**src/rtl/secret_bus_if.sv**
```systemverilog
// rtl/secret_bus_if.sv - Z80 bus snoop for the Mr. Do! protection PAL: text-RAM write strobes and SECRE reads.
// Optional debug trace ring of challenge/response pairs enabled by SECRET_TRACE_EN.
module secret_bus_if #(
  parameter int MIN_WR_CYCLES = 2
) (
  input  logic        clk,
  input  logic        reset,
  input  logic [15:0] cpu_addr,
  input  logic [7:0]  cpu_dout,
  input  logic        cpu_mreq_n,
  input  logic        cpu_wr_n,
  input  logic        cpu_rd_n,
  input  logic [7:0]  pal_dout,
  output logic [7:0]  pal_din,
  output logic        pal_ce,
  output logic        rd_sel,
  output logic [7:0]  rd_data,
  output logic [7:0]  chal_cnt,
  input  logic [1:0]  dbg_idx,
  output logic [15:0] dbg_data,
  output logic [2:0]  dbg_count
);

  typedef enum logic [1:0] {IDLE, WR_ACT, STROBE, RD_ACT} state_t;

  localparam logic [3:0] MIN_RUN = 4'(MIN_WR_CYCLES);

  state_t      r_state;
  logic [3:0]  r_run;
  logic [7:0]  r_hold;
  logic [7:0]  r_pal_din;
  logic        r_pal_ce;
  logic        r_rd_sel;
  logic [7:0]  r_rd_data;
  logic [7:0]  r_chal_cnt;

  logic w_qw;
  logic w_qr;

  assign w_qw = !cpu_mreq_n && !cpu_wr_n && (cpu_addr[15:11] == 5'b10001);
  assign w_qr = !cpu_mreq_n && !cpu_rd_n && (cpu_addr == 16'h9803);

  always_ff @(posedge clk or posedge reset) begin
    if (reset) begin
      r_state    <= IDLE;
      r_run      <= 4'd0;
      r_hold     <= 8'd0;
      r_pal_din  <= 8'd0;
      r_pal_ce   <= 1'b0;
      r_rd_sel   <= 1'b0;
      r_rd_data  <= 8'd0;
      r_chal_cnt <= 8'd0;
    end else begin
      r_pal_ce <= 1'b0;
      case (r_state)
        IDLE: begin
          if (w_qw) begin
            r_state <= WR_ACT;
            r_run   <= 4'd1;
            r_hold  <= cpu_dout;
          end else if (w_qr) begin
            r_state   <= RD_ACT;
            r_rd_sel  <= 1'b1;
            r_rd_data <= pal_dout;
          end
        end
        WR_ACT: begin
          if (w_qw) begin
            r_hold <= cpu_dout;
            if (r_run != 4'd15) r_run <= r_run + 4'd1;
          end else if (r_run >= MIN_RUN) begin
            // Too-short runs are bus glitches and are dropped silently.
            r_state    <= STROBE;
            r_pal_ce   <= 1'b1;
            r_pal_din  <= r_hold;
            r_chal_cnt <= r_chal_cnt + 8'd1;
          end else begin
            r_state <= IDLE;
          end
        end
        STROBE: begin
          r_state <= IDLE;
        end
        RD_ACT: begin
          if (w_qr) begin
            r_rd_data <= pal_dout;
          end else begin
            r_rd_sel <= 1'b0;
            r_state  <= IDLE;
          end
        end
        default: r_state <= IDLE;
      endcase
    end
  end

  assign pal_din  = r_pal_din;
  assign pal_ce   = r_pal_ce;
  assign rd_sel   = r_rd_sel;
  assign rd_data  = r_rd_data;
  assign chal_cnt = r_chal_cnt;

`ifdef SECRET_TRACE_EN
  logic        r_ce_d;
  logic [15:0] r_ring [4];
  logic [1:0]  r_wp;
  logic [2:0]  r_cnt;
  logic [1:0]  w_rd_ptr;

  // The PAL answers one cycle after pal_ce, so the pair is logged a cycle later.
  always_ff @(posedge clk or posedge reset) begin
    if (reset) begin
      r_ce_d <= 1'b0;
      r_wp   <= 2'd0;
      r_cnt  <= 3'd0;
      for (int i = 0; i < 4; i++) r_ring[i] <= 16'h0000;
    end else begin
      r_ce_d <= r_pal_ce;
      if (r_ce_d) begin
        r_ring[r_wp] <= {r_pal_din, pal_dout};
        r_wp         <= r_wp + 2'd1;
        if (r_cnt != 3'd4) r_cnt <= r_cnt + 3'd1;
      end
    end
  end

  assign w_rd_ptr  = r_wp - 2'd1 - dbg_idx;
  assign dbg_data  = r_ring[w_rd_ptr];
  assign dbg_count = r_cnt;
`else
  logic w_unused_dbg;
  assign w_unused_dbg = ^dbg_idx;
  assign dbg_data     = 16'h0000;
  assign dbg_count    = 3'd0;
`endif

endmodule
```
**config.mk**
```make
export PLATFORM = sky130hd
export DESIGN_NAME = secret_bus_if
export DESIGN_NICKNAME = d
export VERILOG_FILES = /design/src/rtl/secret_bus_if.sv
export SDC_FILE = /design/constraint.sdc
export NUM_CORES = 1
export LEC_CHECK = 0
export CAP_MARGIN = 0
export CORE_ASPECT_RATIO = 0.7
export CORE_MARGIN = 2
export CORE_UTILIZATION = 50
export CTS_CLUSTER_DIAMETER = 30
export CTS_CLUSTER_SIZE = 40
export DETAILED_ROUTE_END_ITERATION = 12
export DONT_BUFFER_PORTS = 1
export SYNTH_ARGS = -nofsm -noshare
export SYNTH_HDL_FRONTEND = slang
export SYNTH_SLANG_ARGS = --single-unit
```
**constraint.sdc**
```tcl
create_clock -name clk -period 2.2 [get_ports clk]
set_input_delay 0.44 -clock clk [delete_from_list [all_inputs] [get_ports clk]]
set_output_delay 0.44 -clock clk [all_outputs]
set_load 0.02 [all_outputs]
```
Word level (Yosys, flattened, before mapping)
Cells that the tools add are included.
Storage, ports and cells
  register bits after elaboration: 40
  bits of input ports: 39
  output and inout port bits: 45
  logic and storage cells: 63
Operators by class
  $add $sub $neg: 2
  $lt $le $gt $ge: 1
  eq/ne operators: 14
  mux-type cells: 20
  bitwise logic cells: 1
  reductions and logical operators: 17
Operator list (count)
  $eq 16x16->1 const B: 1
  $mux 8: 2
  $pmux 8 s2: 1
  $ne 2x2->1 const B: 7
  $mux 4: 3
  $mux 2: 5
  $add 8x1->8 const B: 1
  $pmux 2 s4: 1
  $pmux 4 s2: 1
  $reduce_and 4->1: 2
  $mux 1: 6
  $reduce_and 3->1: 2
  $eq 5x5->1 const B: 1
  $add 4x1->4 const B: 1
  $eq 2x2->1 const B: 2
  $ge 4x2->1 const B: 1
  $logic_and 1x1->1: 4
  $ne 4x4->1 const B: 1
  $reduce_and 2->1: 2
  $reduce_bool 2->1: 2
  $logic_not 1->1: 3
  $ne 3x3->1 const B: 1
  $eq 2x1->1 const B: 1
  $logic_not 2->1: 1
  3 further kinds: 3

Logic depth before layout (Yosys ltp)
  depth in word-level cells: 6
  mapped depth: 9

Least setup slack after synthesis
Ideal clock, no wire load.
  path kind: input -> register
  start point: input cpu_mreq_n
  end point: register r_run[3]
  library setup time: 0.065 ns
  data arrival time: 1.754 ns
  required time: 2.135 ns
  setup slack: 0.381 ns
  stages on the path: 6
  path through: nor4b_2 > nand2_2 > or4_1 > buf_4 > nor4b_2 > a211o_1
On the way
  word-level cells in the longest chain between the ends: 5
  elaborated cells between the ends (all ways): 6
Ends and longest elaborated chain
  start: declaration: line 10  | input logic cpu_mreq_n,
  $logic_not 1->1 (*): line 40  | assign w_qw = !cpu_mreq_n && !cpu_wr_n && (cpu_addr[15:11] == 5'b10001);
  $logic_and 1x1->1 (*) (2 in series): line 40
  $ne 2x2->1 (no source line)
  $reduce_and 4->1 (no source line) (*)
  end signal: assignment: line 70  | if (r_run != 4'd15) r_run <= r_run + 4'd1;
  end: declaration: line 29  | logic [3:0] r_run;
Mark *: on every way between the ends. The rest lies on a longest branch, timed or not.
A chain may end at the register's enable or synchronous reset.

Final worst setup path
  start point: register r_state[0]
  end point: register r_rd_data[4], in the netlist rd_data[4]
On the way
  word-level cells in the longest chain between the ends: 3
  elaborated cells between the ends (all ways): 6
Ends and longest elaborated chain
  start: declaration: line 28  | state_t r_state;
  start signal: assignment: line 45  | r_state <= IDLE;
  start signal: assignment: line 58  | r_state <= WR_ACT;
  start signal: assignment: line 62  | r_state <= RD_ACT;
  $eq 2x2->1 / $logic_not 2->1 (equally long branches): line 55  | case (r_state)
  $reduce_bool 2->1 (no source line) / $ne 2x2->1 (equally long branches)
  $reduce_and 2->1 (no source line)
  end signal: assignment: line 64  | r_rd_data <= pal_dout;
  end signal: assignment: line 86  | r_rd_data <= pal_dout;
  end: declaration: line 34  | logic [7:0] r_rd_data;
Parallel ways exist; a longest one is shown, timed or not.

==> impl_metrics.yaml <==
status:
  status: "complete, no violations"
worst_setup_path:
  crit_path_cell_trace: "nor3_1 -> a21o_1 -> nor4b_4 -> mux2_2"
  cp.arrival_ns: 2.05
  worst-path-buf-inv: 0
  r2r-end: "rd_data[4]"
  worstSetupPathType: "reg -> reg"
  critPathMaxStageDelay_ns: 0.47
  reg2reg_depth: 4
  cp-start-kind: "flop"
  slowest_stage: "nor4b_4"
  crit_end: "rd_data[4]"
  startpoint: "r_state[0]"
  required_ns: 2.39
  cp-end-kind: "flop"
  cp_top_family: "simple AND/OR/NAND/NOR gates"
  reg2reg_setup_slack_ns: 0.34
  crit_fanout: 8
  r2r_start: "r_state[0]"
  path_depth: 4
power_and_ir_drop:
  p_seq_frac: 0.567
  power.switching_mw: 0.331
  p_clk_frac: 0.376
  ir_worst_vdd_uv: 388
  leakagePower_nw: 1.04
  power-per-cell-area_nw_per_um2: 685
  internal-power_mw: 1.03
  switching_share: 0.243
  combPwrFrac: 0.056
yosys:
  yosys.area_share.simple: 0.225
  synth_edf_count: 0
  synth_compound_gate_area_share: 0.0339
  yosys-top-cells-count: "62 x nand2_1, 40 x dfrtp_1, 20 x buf_4"
  ys_seq_elements: 40
  synth_area_sq_um: 1880
  ys.flop_type: "dfrtp_1"
  synthMuxAreaShare: 0.0598
  synth_top_family_by_area: "simple AND/OR/NAND/NOR gates"
  synth-xor-area-share: 0.0326
  yosysUniqueCellTypes: 28
  synth_top_area_cell: "dfrtp_1"
  synth.most_common_cell: "nand2_1"
  ys_async_sr_fraction: 1.00
  synth_top_area_share: 0.532
  syn-instance-count: 186
  avgSynthCellArea_sq_um: 10.1
  synth_seq_area_share: 0.532
  yosys-top-cells-area: "dfrtp_1 53%, nand2_1 12%, buf_4 8.0%"
  ys_warn_count: 0
  synth_adder_area_share: 0.0199
die:
  start_util: 0.529
  rows: 18
  fp.dieArea_sq_um: 4280
  core-area_sq_um: 3560
  die_height_microns: 55.3
  die_x_microns: 77.3
  num_io_pins: 84
placement:
  dp.cells: 236
  hpwl_mm: 2.47
  place_congestion: 0.726
  port_buffers: 0
  preCtsSetupSlack_ns: 0.254
timing:
  max_slew_margin: 0.633
  fmax_mhz: 538
  setup_violations: 0
  maxSlewViolCount: 0
  timing.final.ws_setup_ns: 0.341
  fin_skew_ns: 0.00432
  worstMarginPinSlew_ns: 0.548
  fin_crit_sh: 0.845
  hold_violations: 0
  finalSetupTns_ns: 0
  period_minus_slack_ns: 1.86
  rsz0062_at_grt: "false"
detailed_routing:
  via_count: 1208
  antenna_left: 0
  first_iter_violations: 117
  wl_mm: 3.43
  drcViolationCount: 0
  drt-pass1-iter-count: 4
  wire_per_inst_microns: 14.0
  via_per_inst: 4.95
grt:
  grt_pass1_vias: 1163
  antenna_found_initial: 0
  overflow: 0
  grt_pass1_wl_mm: 5.80
  grt_usage: 0.178
  grt_max_degree: 41
layout:
  diodes: 0
  final_util: 0.558
  finalNonFillerCells: 244
  seqCellArea_sq_um: 1000
  multi_input_area_sq_um: 776
  fillers: 337
  fin_nets: 235
  drive_gt1_frac: 0.155
  synthToLayoutAreaGrowth_pct: 5.52
cts:
  cts.sinks: 40
  postCtsHoldBufs: 0
  cts_root_buf: "clkbuf_8"
  postCtsSetupRepairBufs: 0
  clk_pin_slew_ns: 0.08
  insertion_delay_ns: 0.30
  cts.repair.resized: 0
  cts_made_buffers: 5
  tritoncts: "built"
  htree_num_levels: 2
  clock_path_buffers: 2
job:
  cap_violations: 0
worst_hold_path:
  hold_class: "in -> async"
-- kinds of logic after synthesis --
logic type,Yosys count
fa+ha+maj,3
simple gates,89
buf+inv,27
compound gates,9
mux,10
xor+xnor,7
other cells,1
flops,40
-- per-stage QoR --
step	cell area, sq um	hold WS (ns)	power [mW]
after floorplan	1950	0.439	0.876
after global placement	1890	0.450	0.859
after detailed placement	1890	0.462	0.864
after CTS	1990	0.156	1.37
after global routing	1990	0.188	1.42
final	1990	0.140	1.36
-- power by group through the flow --
stage	sequential (mW)	clock, mW	combinational, mW
after floorplan	0.782	0	0.0932
after global placement	0.785	0	0.0746
after detailed placement	0.787	0	0.0779
after CTS	0.772	0.519	0.0779
after global routing	0.775	0.559	0.0889
final	0.772	0.512	0.0769
-- worst min-delay path by stage --
stage	cells after the start	slack [ns]	from	endpoint
5_1_grt	2	0.19	reset	chal_cnt[7]
3_3_place_gp	2	0.45	r_hold[0]	pal_din[0]
3_5_place_dp	2	0.46	r_hold[0]	r_hold[0]
6_report	2	0.14	reset	r_run[0]
4_1_cts	2	0.16	reset	chal_cnt[7]
2_1_floorplan	2	0.44	r_hold[0]	pal_din[0]
-- per-layer routing --
layer	share of wire	wire, microns	global-route usage	vias to the layer above
li1	-	-	-	586
met1	0.44	1490	0.224	567
met2	0.47	1620	0.271	49
met3	0.073	251	0.0719	6
met4	0.020	67	0.0765	0
met5	0	0	0	-
-- sequential cells by signal, indices dropped and copies added (netlist names) --
name	cells
chal_cnt	8
pal_ce	1
pal_din	8
r_hold	8
r_run	4
r_state	2
rd_data	8
rd_sel	1
-- area by class of cell --
cell class	count	area share
Tap cell	50	0.0315
Sequential cell	40	0.504
Timing Repair Buffer	5	0.0189
Clock inverter	1	0.00378
Inverter	4	0.00756
Clock buffer	7	0.0435
Multi-Input combinational cell	137	0.391
-- cells in the final DEF (no fill, tap or decap), drive strengths merged --
cell type and n:
a211o 1, xnor2 4, nor2b 1, nand4 3, ha 3, nor3 5, nor2 6, nand2 63
nand2b 1, clkinvlp 1, buf 5, nand3 2, conb 19, clkbuf 7, nor4 3, a21oi 2
mux2 10, a21o 1, o21ai 3, a21bo 1, or4 1, o31ai 1, xor2 3, inv 4
dfrtp 40, nor4b 4
No activity file was read; power rests on OpenSTA's default activity.
